[src/rtl/fifo_stream_reader.sv]
// fifo_stream_reader: pops a synchronous FIFO and re-presents words on a valid/ready stream.
// Optional packet framing via m_last is enabled by defining FIFO_RD_LAST_EN.
module fifo_stream_reader #(
    parameter int DSIZE   = 32,
    parameter int PKT_LEN = 16
) (
    input  logic             clk,
    input  logic             rst_n,
    input  logic             enable,
    input  logic [DSIZE-1:0] fifo_rdata,
    input  logic             fifo_rempty,
    output logic             fifo_rinc,
    output logic [DSIZE-1:0] m_data,
    output logic             m_valid,
    input  logic             m_ready,
    output logic             m_last,
    output logic [31:0]      beat_total
);

    typedef logic [1:0] idx_t;

    logic [DSIZE-1:0] skid_q [3];
    idx_t             head;
    idx_t             tail;
    logic [1:0]       occ;
    logic             inflight;
    logic [2:0]       credit;
    logic             accept;

    function automatic idx_t idx_next(input idx_t i);
        return (i == 2'd2) ? 2'd0 : i + 2'd1;
    endfunction

    assign credit    = {1'b0, occ} + {2'b0, inflight};
    assign fifo_rinc = rst_n && enable && !fifo_rempty && (credit < 3'd3);
    assign m_valid   = (occ != 2'd0);
    assign m_data    = skid_q[head];
    assign accept    = m_valid && m_ready;

    // Skid buffer: capture landing read data at tail, retire accepted beats at head.
    always_ff @(posedge clk) begin
        if (!rst_n) begin
            for (int i = 0; i < 3; i++) begin
                skid_q[i] <= '0;
            end
            head     <= '0;
            tail     <= '0;
            occ      <= '0;
            inflight <= 1'b0;
        end else begin
            inflight <= fifo_rinc;
            if (inflight) begin
                skid_q[tail] <= fifo_rdata;
                tail         <= idx_next(tail);
            end
            if (accept) begin
                head <= idx_next(head);
            end
            case ({inflight, accept})
                2'b10:   occ <= occ + 2'd1;
                2'b01:   occ <= occ - 2'd1;
                default: occ <= occ;
            endcase
        end
    end

    // Running count of accepted beats, free-running modulo 2^32.
    always_ff @(posedge clk) begin
        if (!rst_n) begin
            beat_total <= '0;
        end else if (accept) begin
            beat_total <= beat_total + 32'd1;
        end
    end

`ifdef FIFO_RD_LAST_EN
    localparam logic [15:0] PKT_LAST = 16'(PKT_LEN - 1);

    logic [15:0] pkt_cnt;

    // Beat position within the current packet, wrapping after the last beat.
    always_ff @(posedge clk) begin
        if (!rst_n) begin
            pkt_cnt <= '0;
        end else if (accept) begin
            pkt_cnt <= (pkt_cnt == PKT_LAST) ? 16'd0 : pkt_cnt + 16'd1;
        end
    end

    assign m_last = m_valid && (pkt_cnt == PKT_LAST);
`else
    // Framing off: never asserts for any legal PKT_LEN.
    assign m_last = m_valid && (PKT_LEN == 0);
`endif

endmodule

[config.mk]
export PLATFORM = sky130hd
export DESIGN_NAME = fifo_stream_reader
export DESIGN_NICKNAME = d
export VERILOG_FILES = /design/src/rtl/fifo_stream_reader.sv
export SDC_FILE = /design/constraint.sdc
export NUM_CORES = 1
export LEC_CHECK = 0
export BUFFER_PORTS_ARGS = -buffer_cell sky130_fd_sc_hd__clkbuf_2
export CAP_MARGIN = 20
export CORE_AREA = 2 2 115 117
export CTS_CLUSTER_DIAMETER = 30
export DETAILED_ROUTE_END_ITERATION = 10
export DIE_AREA = 0 0 117 119
export HOLD_SLACK_MARGIN = 0.12
export PLACE_DENSITY = 0.87
export SLEW_MARGIN = 20
export SYNTH_ARGS = -nofsm -noshare
export SYNTH_HDL_FRONTEND = slang
export SYNTH_SLANG_ARGS = --single-unit
[constraint.sdc]
create_clock -name clk -period 4.41 [get_ports clk]
set_input_delay 0.441 -clock clk [delete_from_list [all_inputs] [get_ports clk]]
set_output_delay 0.441 -clock clk [all_outputs]
set_load 0.05 [all_outputs]
==> run metrics <==
critical path peak fanout=6; number of global-route vias before repair=4,522; hold_buf cts=0; first-pass GRT wire length=between 20 and 25 mm; Final period util=a little under two thirds; CP dominant cell by count=ha_1; Die Span Y=about 120 um; Max Clock Skew=just over 4 ps; Detail Route met2 WL=between 7 and 8 mm; Top Ports=104; Skew-Pair Late Insertion Delay=430 ps; WL met3=roughly 1.1 mm; Worst Hold Path EP=inflight; storage element area=around 4700 um2; worst r2r dst=beat_total[28]; Clk pin slew, worst setup/hold paths=~60 ps; Max-Cap Viols=0; crit path time final=~2800 ps; hold_sp=fifo_rempty; CP Launch Type=flip-flop; dpl hpwl=between 8 and 9 mm; commonest non-fill, non-tap cell in the layout=edfxtp_1; largest net degree at the start of global routing=39; Slew @ Worst Pin=around 940 ps; multi-input logic area=2350 um2; fin area=around 8500 um2; ANT nets after route=0; net count after synthesis=between 500 and 600; #FFs+latches synth=between 150 and 200; share of post-route cells with drive strength above 1=between 20 and 30%; final hold viol count=0; RSZ-0062 raised after global routing=no; Static Leakage=about 3.1 nW; internal reg-to-reg setup slack=between 1500 and 2000 ps; fin. max-slew vios=0; post-synth cell types=35; Arr. time, crit path=around 2400 ps; CTS buffer count=17; # DRC=0; PortBufs=between 100 and 150; final setup fails=0; Clock Sinks=roughly 170; Critical Path, Cell by Cell=ha_1 > ha_1 > a2111oi_0 > clkbuf_2; root buf cell=clkbuf_16; WHS Path Cells=2; DRT iter0 DRCs=around 450; H-tree levels=4; CP required=between 3000 and 4000 ps; Die W=between 100 and 150 um; Initial Util=between 50% and 60%; Max Used Layer=met4; WL per Instance=around 19 um; core area=approximately 13,000 um2; postcts setup bufs=0; Die ar.=about 14,000 um2; initial antenna violation count=1; Vias/cell=5.67; slowest stage delay, CP=about 640 ps; status=finished clean; PD cells=roughly 440 nW/um2; cell count after synthesis=496; fill count=899; sequential fraction of the synthesis area=between 60% and 70%; drt total wl=~15 mm; FP Rows=42; placed inst area=~7800 um2; critical path endpoint category=output port; layout net count=636; reg2reg start=beat_total[1]; slew margin rel.=37.6%; post-cts gate resize count=0; Total Routing Usage GR=between 20% and 30%; most frequent cells in the layout=128 x edfxtp_1, 102 x clkbuf_2, 97 x and2_1, 39 x dfxtp_1, 32 x mux4_2; TNS Setup=0 ps; Congestion Overflow GR=0; Vias=4,451; Fmax achieved=roughly 350 MHz; TritonCTS clock tree=yes; Hold Crit Class=primary input to flip-flop; Area Overhead vs Synth=19.7%; Worst IR Drop VDD=0.312 mV; CTS max path bufs=2; Slowest cell on crit path=a2111oi_0; synthesized cell area=between 7000 and 8000 um2; Metal-1 WL=between 5 and 6 mm; GP Congestion=around 0.83; Pre-Repair DR Iteration Count=5; Synthesis Warnings=0; Worst R2R Path Depth=5; crit path kind=flip-flop to output port; Avg Cell Area, Syn=around 14 um2
[cell usage after synthesis]
library cell	instances	area (um2)
or2_2	1	6.26
ha_1	4	50.1
nand4_1	8	50.1
xnor2_1	8	70.1
nand4_2	1	12.5
clkinv_1	1	3.75
nand3_1	10	50.1
mux4_2	32	721
and3_1	1	6.26
a21oi_1	27	135
nand3b_1	1	7.51
nor3_1	7	35.0
clkbuf_1	19	71.3
nand4b_1	1	8.76
o31ai_1	10	75.1
edfxtp_1	128	3840
buf_2	2	10.0
buf_1	5	18.8
and4_1	3	26.3
o211ai_2	1	12.5
and2_1	97	607
conb_1	1	3.75
or4_1	12	90.1
xor2_1	4	35.0
buf_4	1	7.51
dfxtp_1	41	821
inv_1	7	26.3
nand2_1	15	56.3
nand2b_1	2	12.5
nor4_1	1	6.26
a2111oi_0	2	17.5
or3_1	13	81.3
nor2_1	16	60.1
o21ai_0	13	65.1
o21ai_2	1	8.76
[per-layer routing]
layer | global-route usage (%) | vias to the layer above
met1 | 28.6 | 2194
met4 | 8.68 | 0
met5 | 0 | -
met3 | 6.82 | 26
li1 | - | 2067
met2 | 37.0 | 164
[final cells by class]
type | instances | area share, %
Sequential cell | 169 | 54.9
Tap cell | 176 | 2.59
Timing Repair Buffer | 107 | 7.14
Antenna cell | 1 | 0.0294
Inverter | 8 | 0.353
Clock inverter | 8 | 1.65
Multi-Input combinational cell | 292 | 27.6
Clock buffer | 24 | 5.78
[worst max-delay path, delay by kind of cell, from the launching register on]
kind	cells	cell delay [ps]
flops	1	490
buf+inv	1	390
fa+ha+maj	2	440
compound gates	1	640
[cells by family after synthesis]
family	after synthesis	synth area share (%)
and+or+nand+nor	189	15.7
DFF	169	65.6
AOI/OAI and AO/OA	54	4.42
buffers and inverters	35	1.94
muxes	32	10.1
xor gates and xnor gates	12	1.48
adders and majority gates	4	0.704
other	1	0.0527
[worst max path at each step]
stage                        from             end  slack [ps]
global route               occ[0]       fifo_rinc        1520
finish                     occ[0]       fifo_rinc        1590
global placement        flip-flop       m_data[5]        1860
floorplan                  occ[0]       fifo_rinc         640
CTS                        occ[0]       fifo_rinc        1580
detailed placement  beat_total[0]  beat_total[30]        1980
[per-stage QoR]
stage / hold WS (ps) / setup WS [ps] / utilization, % / cells / power [mW]
floorplan: 459 / 640 / - / 496 / 2.13
global placement: 467 / 1860 / 60.5 / 749 / 2.22
detailed placement: 481 / 1980 / 60.8 / 750 / 2.24
CTS: 166 / 1580 / 65.7 / 782 / 3.82
global route: 180 / 1520 / 66.1 / 784 / 3.90
finish: 192 / 1590 / 66.1 / 785 / 3.79
[power by group]
group / leakage [nW] / internal [mW] / switching (mW) / total [mW]
combinational: 1.18 / 0.132 / 0.264 / 0.396
sequential: 1.61 / 1.76 / 0.0553 / 1.81
clock: 0.306 / 1.00 / 0.574 / 1.58
[flip-flops by register name (all words and copies together), names as in the netlist, named ones only]
| signal | count |
|---|---|
| beat_total | 32 |
| head | 2 |
| inflight | 1 |
| occ | 2 |
| skid_q | 128 |
| tail | 2 |
Note: power is estimated with default switching activity, not from simulation.
